File: config.mk
export PLATFORM = sky130hd
export DESIGN_NAME = fighter_state_ctrl
export DESIGN_NICKNAME = d
export VERILOG_FILES = /design/src/rtl/fighter_pkg.sv /design/src/rtl/fsc_combo_detector.sv /design/src/rtl/fighter_state_ctrl.sv
export SDC_FILE = /design/constraint.sdc
export NUM_CORES = 1
export LEC_CHECK = 0
export ABC_AREA = 0
export ABC_CLOCK_PERIOD_IN_PS = 9600
export CORE_UTILIZATION = 55
export DETAILED_ROUTE_END_ITERATION = 10
export PLACE_DENSITY = 0.8
export SLEW_MARGIN = 30
export SYNTH_ARGS = -nofsm -noshare
export SYNTH_HDL_FRONTEND = slang
export SYNTH_HIERARCHICAL = 1
export SYNTH_SLANG_ARGS = --single-unit
File: constraint.sdc
create_clock -name clk -period 9.6 [get_ports clk]
set_clock_uncertainty 0.2 [all_clocks]
set_input_delay 2.88 -clock clk [delete_from_list [all_inputs] [get_ports clk]]
set_output_delay 2.88 -clock clk [all_outputs]
set_load 0.1 [all_outputs]
File: src/rtl/fighter_pkg.sv
// Shared types for the fighter controller: character/move codes, combo states, button bundle.
package fighter_pkg;

    localparam int unsigned SCREEN_W      = 96;
    localparam int unsigned SCREEN_H      = 64;
    localparam int unsigned POS_W         = 7;
    localparam int unsigned VY_W          = 6;
    localparam int unsigned TIMER_W       = 8;
    localparam int unsigned INJURED_TICKS = 16;

    typedef enum logic [2:0] {
        CHAR_NORMAL  = 3'b000,
        CHAR_PUNCH   = 3'b001,
        CHAR_SP      = 3'b010,
        CHAR_INJURED = 3'b100
    } char_state_e;

    typedef enum logic [1:0] {
        MOVE_IDLE = 2'b00,
        MOVE_FWD  = 2'b01,
        MOVE_BACK = 2'b10
    } move_state_e;

    typedef enum logic [1:0] {
        CMB_C0    = 2'd0,
        CMB_C1    = 2'd1,
        CMB_C2    = 2'd2,
        CMB_ARMED = 2'd3
    } combo_state_e;

    typedef struct packed {
        logic left;
        logic right;
        logic up;
        logic down;
        logic attack;
    } btn_t;

    // Applies one tick's direction edges in left, down, right order.
    function automatic combo_state_e combo_step(input combo_state_e s, input logic l,
                                                input logic d, input logic r);
        combo_state_e n;
        n = s;
        if (l) n = CMB_C1;
        if (d) n = (n == CMB_C1) ? CMB_C2 : CMB_C0;
        if (r) n = (n == CMB_C2) ? CMB_ARMED : CMB_C0;
        return n;
    endfunction

endpackage

File: src/rtl/fsc_combo_detector.sv
// Tracks the left > down > right special-move sequence; armed_c reflects this tick's evaluation.
module fsc_combo_detector
    import fighter_pkg::*;
#(
    parameter int unsigned COMBO_WIN = 30
) (
    input  logic clk,
    input  logic reset,
    input  logic tick,
    input  logic left_ev,
    input  logic down_ev,
    input  logic right_ev,
    input  logic consume,
    output logic armed_c
);

    localparam int unsigned IDLE_W = $clog2(COMBO_WIN + 1);

    combo_state_e      state_q, state_d, eval_c;
    logic [IDLE_W-1:0] idle_q, idle_d;
    logic              expired_c, progress_c;

    always_ff @(posedge clk) begin
        if (reset) begin
            state_q <= CMB_C0;
            idle_q  <= '0;
        end else begin
            state_q <= state_d;
            idle_q  <= idle_d;
        end
    end

    // Timeout is applied before this tick's edges so a late input restarts from C0.
    always_comb begin
        state_d    = state_q;
        idle_d     = idle_q;
        eval_c     = state_q;
        expired_c  = 1'b0;
        progress_c = 1'b0;
        if (tick) begin
            expired_c  = (state_q != CMB_C0) && (idle_q >= IDLE_W'(COMBO_WIN));
            eval_c     = combo_step(expired_c ? CMB_C0 : state_q, left_ev, down_ev, right_ev);
            progress_c = (left_ev || down_ev || right_ev) && (eval_c != CMB_C0);
            if (progress_c)
                idle_d = '0;
            else if (idle_q < IDLE_W'(COMBO_WIN))
                idle_d = idle_q + IDLE_W'(1);
            state_d = eval_c;
        end
        if (consume)
            state_d = CMB_C0;
        armed_c = (eval_c == CMB_ARMED);
    end

endmodule

File: src/rtl/fighter_state_ctrl.sv
// Per-fighter controller: buttons -> position, jump physics, attack state and facing for the renderer.
// Define FSC_HIT_STATE_EN to enable the INJURED state driven by hit_in.
module fighter_state_ctrl
    import fighter_pkg::*;
#(
    parameter int unsigned TICK_DIV    = 1_666_667,
    parameter int unsigned X_START     = 24,
    parameter int unsigned X_MIN       = 8,
    parameter int unsigned X_MAX       = 88,
    parameter int unsigned Y_GROUND    = 32,
    parameter int unsigned JUMP_V0     = 6,
    parameter int unsigned GRAVITY     = 1,
    parameter int unsigned PUNCH_TICKS = 24,
    parameter int unsigned SP_TICKS    = 24,
    parameter int unsigned COMBO_WIN   = 30,
    parameter bit          MIRROR_INIT = 1'b0
) (
    input  logic             clk,
    input  logic             reset,
    input  logic             btn_left,
    input  logic             btn_right,
    input  logic             btn_up,
    input  logic             btn_down,
    input  logic             btn_attack,
    input  logic [POS_W-1:0] opp_x,
    input  logic             hit_in,
    output logic [POS_W-1:0] x,
    output logic [POS_W-1:0] y,
    output logic             in_air,
    output logic [1:0]       move_state,
    output logic [2:0]       character_state,
    output logic             mirror
);

    localparam int unsigned TICK_W = (TICK_DIV > 1) ? $clog2(TICK_DIV) : 1;
    localparam int unsigned YN_W   = POS_W + 2;

    logic [TICK_W-1:0]       tick_cnt_q, tick_cnt_d;
    logic                    tick_c;
    btn_t                    btn_c, btn_prev_q, btn_prev_d, edge_q, edge_d, ev_c;
    logic [POS_W-1:0]        x_q, x_d, y_q, y_d;
    logic                    in_air_q, in_air_d, mirror_q, mirror_d;
    logic signed [VY_W-1:0]  vy_q, vy_d;
    move_state_e             move_q, move_d;
    char_state_e             char_q, char_d;
    logic [TIMER_W-1:0]      timer_q, timer_d;
    logic signed [YN_W-1:0]  y_next_c;
    logic                    armed_c, combo_clr_c, hit_c;
    logic                    normal_c, go_left_c, go_right_c;

    assign btn_c  = '{left: btn_left, right: btn_right, up: btn_up, down: btn_down, attack: btn_attack};
    assign ev_c   = edge_q | (btn_c & ~btn_prev_q);
    assign tick_c = (tick_cnt_q == TICK_W'(TICK_DIV - 1));

`ifdef FSC_HIT_STATE_EN
    assign hit_c = hit_in && (char_q != CHAR_INJURED);
`else
    logic unused_hit_in;
    assign unused_hit_in = hit_in;
    assign hit_c         = 1'b0;
`endif

    assign combo_clr_c = (tick_c && ev_c.attack) || hit_c;

    fsc_combo_detector #(
        .COMBO_WIN (COMBO_WIN)
    ) u_combo (
        .clk      (clk),
        .reset    (reset),
        .tick     (tick_c),
        .left_ev  (ev_c.left),
        .down_ev  (ev_c.down),
        .right_ev (ev_c.right),
        .consume  (combo_clr_c),
        .armed_c  (armed_c)
    );

    always_ff @(posedge clk) begin
        if (reset) begin
            tick_cnt_q <= '0;
            btn_prev_q <= '0;
            edge_q     <= '0;
            x_q        <= POS_W'(X_START);
            y_q        <= POS_W'(Y_GROUND);
            in_air_q   <= 1'b0;
            vy_q       <= '0;
            move_q     <= MOVE_IDLE;
            char_q     <= CHAR_NORMAL;
            timer_q    <= '0;
            mirror_q   <= MIRROR_INIT;
        end else begin
            tick_cnt_q <= tick_cnt_d;
            btn_prev_q <= btn_prev_d;
            edge_q     <= edge_d;
            x_q        <= x_d;
            y_q        <= y_d;
            in_air_q   <= in_air_d;
            vy_q       <= vy_d;
            move_q     <= move_d;
            char_q     <= char_d;
            timer_q    <= timer_d;
            mirror_q   <= mirror_d;
        end
    end

    // All tick updates read pre-tick state; latched edges are consumed on every tick.
    always_comb begin
        tick_cnt_d = tick_c ? '0 : tick_cnt_q + TICK_W'(1);
        btn_prev_d = btn_c;
        edge_d     = tick_c ? '0 : ev_c;
        x_d        = x_q;
        y_d        = y_q;
        in_air_d   = in_air_q;
        vy_d       = vy_q;
        move_d     = move_q;
        char_d     = char_q;
        timer_d    = timer_q;
        mirror_d   = mirror_q;
        normal_c   = (char_q == CHAR_NORMAL);
        go_left_c  = btn_left && !btn_right;
        go_right_c = btn_right && !btn_left;
        y_next_c   = YN_W'(y_q) - YN_W'(vy_q);

        if (tick_c) begin
            if (normal_c && (go_left_c || go_right_c))
                move_d = ((go_right_c && !mirror_q) || (go_left_c && mirror_q)) ? MOVE_FWD : MOVE_BACK;
            else
                move_d = MOVE_IDLE;

            if (normal_c && go_right_c && (x_q < POS_W'(X_MAX)))
                x_d = x_q + POS_W'(1);
            if (normal_c && go_left_c && (x_q > POS_W'(X_MIN)))
                x_d = x_q - POS_W'(1);

            if (normal_c && !in_air_q) begin
                if (opp_x < x_q)
                    mirror_d = 1'b1;
                else if (opp_x > x_q)
                    mirror_d = 1'b0;
            end

            // Attack edge in the same tick wins over a jump edge.
            if (in_air_q) begin
                if (y_next_c >= $signed(YN_W'(Y_GROUND))) begin
                    y_d      = POS_W'(Y_GROUND);
                    in_air_d = 1'b0;
                    vy_d     = '0;
                end else begin
                    y_d  = y_next_c[YN_W-1] ? '0 : y_next_c[POS_W-1:0];
                    vy_d = vy_q - VY_W'(GRAVITY);
                end
            end else if (ev_c.up && normal_c && !ev_c.attack) begin
                in_air_d = 1'b1;
                vy_d     = VY_W'(JUMP_V0);
            end

            if (normal_c) begin
                if (ev_c.attack) begin
                    char_d  = armed_c ? CHAR_SP : CHAR_PUNCH;
                    timer_d = armed_c ? TIMER_W'(SP_TICKS) : TIMER_W'(PUNCH_TICKS);
                end
            end else if (timer_q <= TIMER_W'(1)) begin
                char_d  = CHAR_NORMAL;
                timer_d = '0;
            end else begin
                timer_d = timer_q - TIMER_W'(1);
            end
        end

        if (hit_c) begin
            char_d  = CHAR_INJURED;
            timer_d = TIMER_W'(INJURED_TICKS);
        end
    end

    assign x               = x_q;
    assign y               = y_q;
    assign in_air          = in_air_q;
    assign move_state      = move_q;
    assign character_state = char_q;
    assign mirror          = mirror_q;

endmodule
Word level (Yosys, flattened, before mapping)
Cells that the tools add are included.
{ "word_totals": {"elab_cells": 118, "reg_bits": 73, "output_inout_bits": 21} }
{ "op_classes": {"bitwise_logic": 3, "muxes": 33, "eq_ne": 5, "magnitude_cmp": 8, "addsub": 7, "reduce_logical": 41} }
{ "op_table": {"columns": ["operator", "count"], "rows": [
  ["7-bit two-way mux", 4],
  ["2-bit two-way mux", 13],
  ["8-bit two-way mux", 3],
  ["21-bit by 1-bit adder with 21-bit output (second input constant)", 1],
  ["21-bit == test (second input constant)", 1],
  ["6-bit two-way mux", 3],
  ["1-bit logical AND", 15],
  ["2-bit nonzero test", 7],
  ["5-bit two-way mux", 2],
  ["2-bit AND reduction", 5],
  ["9-bit by 7-bit greater-or-equal comparator with 1-bit output (second input constant)", 1],
  ["3-bit two-way mux", 3],
  ["8-bit by 6-bit subtractor with 9-bit output", 1],
  ["8-bit by 1-bit less-or-equal comparator with 1-bit output (second input constant)", 1],
  ["8-bit by 1-bit subtractor with 8-bit output (second input constant)", 1],
  ["7-bit by 1-bit adder with 7-bit output (second input constant)", 1],
  ["7-bit by 4-bit > comparator with 1-bit output (second input constant)", 1],
  ["7-bit > comparator", 1],
  ["7-bit less-than comparator", 1],
  ["7-bit less-than comparator (second input constant)", 1],
  ["7-bit by 1-bit subtractor with 7-bit output (second input constant)", 1],
  ["3-bit AND reduction", 2],
  ["6-bit by 1-bit subtractor with 6-bit output (second input constant)", 1],
  ["5-bit by 1-bit adder with 5-bit output (second input constant)", 1],
  ["13 further kinds", 26]
]} }

Longest topological paths before layout
Gate-level depths: netlist (run 1).
{ "logic_depth": {"word_depth": 18, "ltp_mapped": 13, "ltp_nobuf": 12} }

Modules after synthesis
The synthesis (run 1) kept the hierarchy.
{ "modules_own_cells": {"columns": ["mod", "area_each_um2", "seq_area_each_um2", "instances", "cells_per_inst"], "rows": [
  ["fighter_state_ctrl", 3528.4, 1301.2, 1, 418],
  ["fsc_combo_detector", 540.5, 140.1, 1, 59]
]} }

Least setup slack after synthesis (run 1)
OpenSTA, ideal clock, no wires.
{ "synth_timing": {"kind": "input-to-reg", "start": "input port btn_right", "end": "register x_q[6], in the netlist x[6]", "required_ns": 9.329, "n_path_buf": 1, "stages": 13, "slack_ns": 4.312, "arrival_time_ns": 5.017, "path_cell_list": "inv_1 ha_1 and3_1 clkbuf_1 inv_1 fa_1 nor2b_1 o21ai_0 nor2b_1 o21ai_0 xnor2_1 or3_1 a21oi_1"} }
{ "synth_via": {"elab_chain_cells": 6, "word_cells_on_any_way": 10, "classes_between": "mux (1); reduce/logical (9)"} }
{ "synth_rtl": {"columns": ["element", "line_no", "text"], "rows": [
  ["start, declared", "fighter_state_ctrl.sv:21", "input logic btn_right,"],
  ["1-bit zero test", "fighter_state_ctrl.sv:120", "go_left_c = btn_left && !btn_right;"],
  ["1-bit logical AND", "fighter_state_ctrl.sv:120", null],
  ["1-bit logical AND (2 in series)", "fighter_state_ctrl.sv:132", "if (normal_c && go_left_c && (x_q > POS_W'(X_MIN)))"],
  ["2-bit nonzero test (no source line)", null, null],
  ["2-bit AND reduction (no source line)", null, null],
  ["end signal, assigned", "fighter_state_ctrl.sv:83", "x_q <= POS_W'(X_START);"],
  ["end, declared", "fighter_state_ctrl.sv:41", "logic [POS_W-1:0] x_q, x_d, y_q, y_d;"]
]} }
Parallel ways exist; a longest one is shown, timed or not.
A chain may end at the register's enable or synchronous reset.

Worst setup path after layout (run 1)
Ends and elaborated chain as after synthesis.

==> metrics.cfg, run 1 <==
[status]
status=completed

[placement]
place_ws_ns=3.72
io_buffer_count=33
dp_cells=592
gp_congestion=0.841
post_dp_cell_area_mm2=0.00445
hpwl_mm=6.11

[power]
internal_power_w=0.000464
p_leak_nw=1.79
power.density_mw_per_mm2=129
power.switching_w=0.000135
ir_drop_v=0.0000917
seqPwrFrac=0.508
p_comb_frac=0.065
p_clk_frac=0.428
p_sw_frac=0.226

[layout]
final_area_mm2=0.00466
syn_to_final_growth_pct=14.5
n_antenna_cell=0
drive_above_1_share=0.0527
multi_input_comb_area_mm2=0.00241
post-route-util=0.667
stdcell_count=608
final_net_count=553
seqCellArea_mm2=0.00144
fillers=602

[routing]
drt_iter0_markers=175
num_vias=3385
route.detailed.drc=0
drtAntennaViolNets=0
firstDrtPassIters=4
viasPerCell=5.57
wl_per_cell_um=13.5
routed_wl_mm=8.21

[setup_path]
critical_path.top_delay_family=simple AND/OR/NAND/NOR gates
worst-path-stages=13
cp.required_ns=9.67
slowest_delay_ns=0.43
cp-end-kind=register
worst_path_max_delay_cell=clkdlybuf4s50_1
critPathLaunchType=primary input
critical_path_class=in -> reg
worstPathCellList=clkdlybuf4s50_1, inv_1, ha_1, and3_1, inv_1, fa_1, nor2b_1, o21ai_0, nor2b_1, o21ai_0, xnor2_1, or3_1, a21oi_1
crit_buf_inv=3
crit_fanout=8
critical_path.startpoint=btn_right
cp_data_arrival_time_ns=5.61
worstReg2RegStart=tick_cnt_q[6]$_SDFF_PP0_
reg2regPathDepth=6

[clocking]
ctsResizeCount=0
clock-root-buffer=clkbuf_8
cts_buffers=9
clockBufferDepth=2
cts_tree=yes
hold_buffers=0
cts_sinks=72
clkLatencyLatePin_ns=0.34
path_clk_slew_ns=0.07
postCtsSetupRepairBufs=0
cts_max_level=3

[global_route]
antenna_found_initial=0
grt.total_usage=0.233
grt_pass1_wl_mm=14.2
grt_pass1_vias=3219
grt_max_degree=46
grt_overflow=0

[synthesis]
synth_top_area_share=0.354
synth_common_cells=dfxtp_1, nor2_1, inv_1, ha_1, a21oi_1
ys_seq_area_frac=0.354
syn_nets=523
post-synth-top-count-cell=dfxtp_1
avgSynthCellArea_um2=8.53
synth.distinct_cells=68
synth_edf_count=0
syn-cell-area_mm2=0.00407
synth-main-ff-cell=dfxtp_1
synth_top_area_cell=dfxtp_1
async_reset_ff_frac=0
synthTopCellsByArea=dfxtp_1, ha_1, nor2_1, xor2_1, a21oi_1
ys_ff_latch=72
synth_cells=477
synth_warnings=6

[sta]
post-route-period-util=0.577
drv_slew=0
setup_ws_ns=4.06
setup-violations-final=0
fmax_mhz=181
worstMarginPinSlew_ns=0.990
max_slew_margin=0.338
fin_tns_setup_ns=0
finalCriticalPeriod_ns=5.54
rsz0062_at_grt=false
hold_viol_final=0

[die]
ios=36
start_util=0.583
die_h_um=88.0
dieArea_mm2=0.00775
coreArea_mm2=0.00698
placementRows=30
die_w_um=88.0

[worst_hold_path]
hold_path.class=reg -> reg
hold_start=vy_q[3]$_SDFFE_PP0P_
holdPathStages=1

[flow_run]
maxCapViolations=0

[worst register-to-register path, delay by kind of cell (launching register included)]
family | cells | cell delay [ns]
simple gates | 4 | 1.93
compound gates | 2 | 0.64
flops | 1 | 0.43
[final timing paths]
kind	slack, ns	endpoint
setup / recovery	4.06	x[6]$_SDFFE_PP0P_
hold / removal	0.27	vy_q[3]$_SDFFE_PP0P_
setup reg to reg	6.33	x[6]$_SDFFE_PP0P_
hold reg to reg	0.27	vy_q[3]$_SDFFE_PP0P_
[state kept, by name (all words and copies together) (netlist names)]
signal / flops
y: 7
vy_q: 6
timer_q: 8
move_state: 2
edge_q: 5
u_combo/idle_q: 5
x: 7
mirror: 1
in_air: 1
tick_cnt_q: 21
character_state: 2
u_combo/state_q: 2
btn_prev_q: 5
[cells in the final DEF, fill, tap and decap left out, drive strengths merged, types with 3 or more instances in the layout]
cell,n
and2b,3
a32oi,3
a211o,3
xor2,20
nand3,22
or3,4
dfxtp,72
nor2,64
a211oi,6
a31oi,3
o21ai,13
a21oi,29
clkbuf,10
nand4,12
nor2b,15
or4,4
nand2b,3
o22ai,4
a21o,6
o41ai,3
mux2i,4
clkdlybuf4s50,33
clkinv,4
and3,6
ha,29
inv,36
a22oi,4
o21bai,3
nor3,12
or2b,3
xnor2,16
nand2,26
[cell type report]
| cell class | count | area share |
|---|---|---|
| multi-input cells | 354 | 0.518 |
| clock buffers | 10 | 0.0274 |
| flip-flops and latches | 72 | 0.309 |
| clock inverters | 6 | 0.0180 |
| inverters | 36 | 0.0290 |
| well taps | 96 | 0.0258 |
| repair buffers | 34 | 0.0725 |
[routing by layer]
| layer | GRT usage | share of wire | up-vias |
|---|---|---|---|
| met2 | 0.424 | 0.51 | 77 |
| met5 | 0 | 0 | - |
| li1 | - | - | 1736 |
| met1 | 0.271 | 0.45 | 1564 |
| met4 | 0.0645 | 0.0096 | 0 |
| met3 | 0.0584 | 0.037 | 8 |
[metrics by stage]
stage,power (W),hold slack (ns)
final,0.000599,0.267
after global routing,0.000622,0.297
after CTS,0.000605,0.271
after detailed placement,0.000350,0.259
after global placement,0.000349,0.242
after floorplan,0.000339,0.232
[kinds of logic after synthesis]
| logic type | after synthesis | share of synthesized area |
|---|---|---|
| AOI/OAI and AO/OA | 94 | 0.167 |
| and+or+nand+nor | 188 | 0.239 |
| other | 1 | 0.000922 |
| adders and majority gates | 31 | 0.0990 |
| xor gates and xnor gates | 36 | 0.0775 |
| muxes | 4 | 0.00984 |
| buffers and inverters | 51 | 0.0529 |
| DFF | 72 | 0.354 |
[power by group through the flow]
stage | logic [W] | clock network (W) | registers [W]
6_report | 0.0000387 | 0.000256 | 0.000304
5_1_grt | 0.0000432 | 0.000275 | 0.000305
4_1_cts | 0.0000389 | 0.000262 | 0.000304
3_5_place_dp | 0.0000388 | 0 | 0.000311
3_3_place_gp | 0.0000379 | 0 | 0.000311
2_1_floorplan | 0.0000282 | 0 | 0.000311
Note: power is estimated with default switching activity, not from simulation.
==> run 2, diff against run 1 <==
--- a/config.mk
+++ b/config.mk
@@ -6,7 +6,7 @@
 export NUM_CORES = 1
 export LEC_CHECK = 0
 export ABC_AREA = 0
-export ABC_CLOCK_PERIOD_IN_PS = 9600
+export ABC_CLOCK_PERIOD_IN_PS = 5800
 export CORE_UTILIZATION = 55
 export DETAILED_ROUTE_END_ITERATION = 10
 export PLACE_DENSITY = 0.8
==> constraint.sdc (replaced) <==
create_clock -name clk -period 5.8 [get_ports clk]
set_clock_uncertainty 0.2 [all_clocks]
set_input_delay 1.74 -clock clk [delete_from_list [all_inputs] [get_ports clk]]
set_output_delay 1.74 -clock clk [all_outputs]
set_load 0.1 [all_outputs]
==> run 2 against run 1 <==
Sequential power up 66%. Non-clock buffer count is the same. Power is 54% higher. Worst hold slack got worse by 0.015 ns. Register-to-register slack got worse by 3.8 ns. Global-route usage down 0.39 points. Critical path type unchanged. Highest routed layer unchanged.
==> metrics.cfg, run 2 (same netlist as run 1, synthesis figures left out) <==
[status]
status=completed

[power]
ir_drop_v=0.000121  ; +32%
p_leak_nw=1.76  ; -1.5%
power.density_mw_per_mm2=200  ; +56%

[setup_path]
worstPathCellList=clkdlybuf4s50_1, inv_1, ha_1, and3_1, inv_1, fa_1, nor2b_1, o21ai_0, nor2b_1, o21ai_0, xnor2_1, or3_1, a21oi_1
cp_data_arrival_time_ns=4.53  ; -1.08 ns
worst_path_max_delay_cell=clkdlybuf4s50_1
critPathLaunchType=primary input
cp.required_ns=5.88  ; -3.79 ns
crit_fanout=8  ; unchanged
cp-end-kind=register
slowest_delay_ns=0.44  ; about the same
critical_path_class=in -> reg

[sta]
finalCriticalPeriod_ns=4.45
setup-violations-final=0  ; unchanged
hold_viol_final=0  ; unchanged
max_slew_margin=0.328  ; -0.0102
setup_ws_ns=1.35  ; -2.72 ns
worstMarginPinSlew_ns=1.01  ; +0.0153 ns
fin_tns_setup_ns=0  ; unchanged
rsz0062_at_grt=false
fmax_mhz=225
post-route-period-util=0.768
drv_slew=0  ; unchanged

[layout]
seqCellArea_mm2=0.00144  ; unchanged
regMostFlops=tick_cnt_q
drive_above_1_share=0.0453  ; -0.00746
n_antenna_cell=0  ; unchanged
final_area_mm2=0.00461  ; -1.0%
final_net_count=553  ; unchanged
largest_register_ffs=21  ; unchanged
multi_input_comb_area_mm2=0.00241  ; unchanged
final_common_cell=dfxtp_1
fillers=598  ; -0.66%
reg_top3=tick_cnt_q: 21 flops, timer_q: 8 flops
stdcell_count=604  ; -0.66%
mostFrequentLayoutCells=dfxtp_1, nor2_1, inv_1
syn_to_final_growth_pct=13.3

[clocking]
path_clk_slew_ns=0.07  ; about the same
cts_max_level=3  ; unchanged
cts_buffers=9  ; unchanged
cts_sinks=72  ; unchanged
clock-root-buffer=clkbuf_8
hold_buffers=0  ; unchanged
clkLatencyLatePin_ns=0.35  ; about the same
ctsResizeCount=0  ; unchanged
postCtsSetupRepairBufs=0  ; unchanged
cts_tree=yes
clockBufferDepth=2  ; unchanged

[routing]
routed_wl_mm=8.06  ; -1.8%
drtAntennaViolNets=0  ; unchanged
num_vias=3363  ; -0.65%
drt_iter0_markers=99  ; -43%
firstDrtPassIters=4  ; unchanged
wl_per_cell_um=13.3  ; -1.2%
route.detailed.drc=0  ; unchanged
viasPerCell=5.57  ; about the same

[die]
ios=36  ; unchanged
start_util=0.583  ; unchanged
placementRows=30  ; unchanged
coreArea_mm2=0.00698  ; unchanged
die_w_um=88.0  ; unchanged
die_h_um=88.0  ; unchanged
dieArea_mm2=0.00775  ; unchanged

[placement]
gp_congestion=0.872  ; +3.7%
io_buffer_count=33  ; unchanged
post_dp_cell_area_mm2=0.00445  ; unchanged
dp_cells=592  ; unchanged
place_ws_ns=1.02  ; -2.70 ns
hpwl_mm=5.89  ; -3.7%

[global_route]
grt_pass1_vias=3236  ; +0.53%
grt.total_usage=0.229  ; -0.00392
grt_max_degree=45  ; -2.2%
antenna_found_initial=0  ; unchanged
grt_overflow=0  ; unchanged
grt_pass1_wl_mm=13.9  ; -2.0%

[flow_run]
maxCapViolations=0  ; unchanged

[worst_hold_path]
hold_path.class=reg -> reg

run 2: report_power, final:
group	switching (W)	internal, W	total [W]
combinational	0.0000371	0.0000273	0.0000644
sequential	0.00000336	0.000501	0.000504
clock	0.000167	0.000189	0.000355
run 2: path summary, 6_finish.rpt:
path	start	end	slack (ns)	cells past startpoint
worst min register to register	move_state[0]$_SDFFE_PP0P_	move_state[0]$_SDFFE_PP0P_	0.25	2
worst max register to register	tick_cnt_q[7]$_SDFF_PP0_	x[6]$_SDFFE_PP0P_	2.51	6
worst max-delay path	btn_right	x[6]$_SDFFE_PP0P_	1.35	13
worst min-delay path	move_state[0]$_SDFFE_PP0P_	move_state[0]$_SDFFE_PP0P_	0.25	2
run 2: layout make-up:
class                           count  share of cell area
Clock buffer                       10              0.0277
Inverter                           36              0.0293
Tap cell                           96              0.0261
Timing Repair Buffer               34              0.0733
Sequential cell                    72               0.313
Multi-Input combinational cell    354               0.523
Clock inverter                      2             0.00760
run 2: layer usage:
metal  part of all wire  up-vias  global-route usage
met5                  0        -                   0
met4             0.0086        0              0.0601
met3              0.037        7              0.0745
met2               0.51       42               0.416
met1               0.45     1584               0.258
li1                   -     1730                   -
run 2: stage by stage:
stage / utilization / hold WS, ns / power, W
after global routing: 0.660 / 0.282 / 0.000966
after floorplan: - / 0.232 / 0.000561
after detailed placement: 0.637 / 0.245 / 0.000579
after global placement: 0.637 / 0.239 / 0.000577
final: 0.660 / 0.252 / 0.000924
after CTS: 0.660 / 0.252 / 0.000934
run 2: worst max-delay path, delay by kind of cell:
family | cells | cell delay, ns
and+or+nand+nor | 4 | 1.01
adders and majority gates | 2 | 0.55
AOI/OAI and AO/OA | 3 | 0.47
buffers and inverters | 3 | 0.64
xor gates and xnor gates | 1 | 0.11
==> run 3, diff against run 2 <==
--- a/config.mk
+++ b/config.mk
@@ -6,10 +6,10 @@
 export NUM_CORES = 1
 export LEC_CHECK = 0
 export ABC_AREA = 0
-export ABC_CLOCK_PERIOD_IN_PS = 5800
-export CORE_UTILIZATION = 55
+export ABC_CLOCK_PERIOD_IN_PS = 3800
+export CORE_UTILIZATION = 52
 export DETAILED_ROUTE_END_ITERATION = 10
-export PLACE_DENSITY = 0.8
+export PLACE_DENSITY = 0.79
 export SLEW_MARGIN = 30
 export SYNTH_ARGS = -nofsm -noshare
 export SYNTH_HDL_FRONTEND = slang
==> constraint.sdc (replaced) <==
create_clock -name clk -period 3.8 [get_ports clk]
set_clock_uncertainty 0.2 [all_clocks]
set_input_delay 1.14 -clock clk [delete_from_list [all_inputs] [get_ports clk]]
set_output_delay 1.14 -clock clk [all_outputs]
set_load 0.1 [all_outputs]
==> run 3 against run 2 <==
Final cell count grew 3.5%. Utilization shrank 3.0 points. Non-clock buffer count grew 14. First-iteration DRC count grew 17%.
==> metrics.cfg, run 3 (same netlist as run 1, synthesis figures left out) <==
[status]
status=completed

[die]
dieArea_mm2=0.00818  ; +5.6%
placementRows=31  ; +3.3%
die_w_um=90.5  ; +2.8%
ios=36  ; unchanged
die_h_um=90.5  ; +2.8%
coreArea_mm2=0.00741  ; +6.1%
start_util=0.549  ; -0.0336

[sta]
setup-violations-final=0  ; unchanged
setup_ws_ns=0.112  ; -1.24 ns
rsz0062_at_grt=false
hold_viol_final=0  ; unchanged
post-route-period-util=0.970
finalCriticalPeriod_ns=3.69
max_slew_margin=0.461  ; +0.134
drv_slew=0  ; unchanged
fmax_mhz=271
worstMarginPinSlew_ns=0.805  ; -0.200 ns

[setup_path]
critical_path.top_delay_family=simple AND/OR/NAND/NOR gates
crit_buf_inv=3  ; unchanged
worstReg2RegStart=x[3]$_SDFFE_PP1P_
critPathLaunchType=primary input
crit_fanout=4  ; -4
cp.required_ns=3.89  ; -1.99 ns
critical_path.startpoint=btn_right
cp_data_arrival_time_ns=3.78  ; -0.75 ns
worst_path_max_delay_cell=clkdlybuf4s50_1
worstPathCellList=clkdlybuf4s50_1, inv_1, ha_1, and3_1, inv_1, fa_1, nor2b_1, o21ai_0, nor2b_1, o21ai_1, xnor2_1, or3_1, a21oi_1
critical_path_class=in -> reg
cp-end-kind=register
slowest_delay_ns=0.43  ; about the same

[layout]
mostFrequentLayoutCells=dfxtp_1, nor2_1, inv_1
reg_top3=tick_cnt_q: 21 flops, timer_q: 8 flops
regMostFlops=tick_cnt_q
final_net_count=567  ; +2.5%
largest_register_ffs=21  ; unchanged
drive_above_1_share=0.114  ; +0.0688
final_common_cell=dfxtp_1
fillers=633  ; +5.9%
post-route-util=0.630  ; -0.0297
seqCellArea_mm2=0.00144  ; unchanged
stdcell_count=625  ; +3.5%
final_area_mm2=0.00467  ; +1.3%
n_antenna_cell=0  ; unchanged
multi_input_comb_area_mm2=0.00241  ; unchanged
syn_to_final_growth_pct=14.8

[power]
power.density_mw_per_mm2=300  ; +50%
ir_drop_v=0.000219  ; +81%
finalPower_w=0.00140  ; +52%
p_leak_nw=1.87  ; +6.1%

[global_route]
grt_max_degree=25  ; -44%
grt_pass1_wl_mm=14.5  ; +4.2%
antenna_found_initial=0  ; unchanged
grt.total_usage=0.218  ; -0.0108
grt_overflow=0  ; unchanged
grt_pass1_vias=3285  ; +1.5%

[routing]
routed_wl_mm=8.46  ; +4.9%
num_vias=3490  ; +3.8%
drtAntennaViolNets=0  ; unchanged
firstDrtPassIters=7  ; +3
drt_iter0_markers=116  ; +17%
wl_per_cell_um=13.5  ; +1.4%
viasPerCell=5.58  ; +0.29%
route.detailed.drc=0  ; unchanged

[clocking]
clockBufferDepth=2  ; unchanged
clkLatencyLatePin_ns=0.35  ; about the same
clock-root-buffer=clkbuf_8
hold_buffers=0  ; unchanged
cts_tree=yes
cts_sinks=72  ; unchanged
cts_max_level=3  ; unchanged
cts_buffers=9  ; unchanged
path_clk_slew_ns=0.07  ; about the same

[placement]
post_dp_cell_area_mm2=0.00451  ; +1.3%
io_buffer_count=33  ; unchanged
place_ws_ns=-0.215  ; -1.24 ns
gp_congestion=0.851  ; -2.4%
hpwl_mm=6.32  ; +7.4%
dp_cells=609  ; +2.9%

[worst_hold_path]
hold_path.class=reg -> reg
hold_start=edge_q[2]$_SDFF_PP0_

[flow_run]
maxCapViolations=0  ; unchanged

==> run 3: changes by cell type in the layout (fill, tap and decap cells not counted) <==
cell | before | now
o21ai_1 | 1 | 2
clkbuf_8 | 9 | 10
bufinv_16 | 1 | 0
clkbuf_1 | 1 | 2
o21ai_0 | 12 | 11
clkinv_2 | 1 | 4
buf_4 | 1 | 35
clkdlybuf4s50_1 | 33 | 13
==> run 3: worst min-delay path, cell delays in order, from the launching register on <==
cell and delay, ns:
dfxtp_1 0.30, inv_1 0.06, a21oi_1 0.05
==> run 3: layout make-up <==
type	count	area share
multi-input combinational	354	0.516
sequential	72	0.309
timing repair buffer	48	0.0841
clock buffer	12	0.0311
inverter	36	0.0289
tap	99	0.0265
clock inverter	4	0.00429
==> run 3: routing by layer <==
layer  share of wire  track usage  up-vias
met1            0.45        0.256     1648
met4           0.027       0.0847        0
met5               0            0        -
met2            0.49        0.382       60
met3           0.029       0.0539       22
li1                -            -     1760
==> run 3: power by group <==
group | leakage (nW) | switching, W | total (W) | internal (W)
clock | 0.0899 | 0.000274 | 0.000524 | 0.000251
sequential | 0.583 | 0.00000534 | 0.000769 | 0.000764
combinational | 1.20 | 0.0000584 | 0.000107 | 0.0000484
==> run 3: path summary, 6_finish.rpt <==
kind,to,slack [ns],cells past startpoint
hold / removal,edge_q[2]$_SDFF_PP0_,0.26,2
setup reg to reg,x[6]$_SDFFE_PP0P_,0.81,12
hold reg to reg,edge_q[2]$_SDFF_PP0_,0.26,2
setup / recovery,x[6]$_SDFFE_PP0P_,0.11,13
==> run 3: through the flow <==
step                      setup TNS, ns  hold slack, ns
after floorplan                       0           0.232
after global placement          -0.0733           0.238
after detailed placement         -0.278           0.250
after CTS                             0           0.261
after global routing                  0           0.306
final                                 0           0.260
==> run 3: what timing repair did <==
action                                  CTS  global route
gates resized for setup                   0             1
endpoints found under the setup margin    0             1
buffers inserted                          0             0
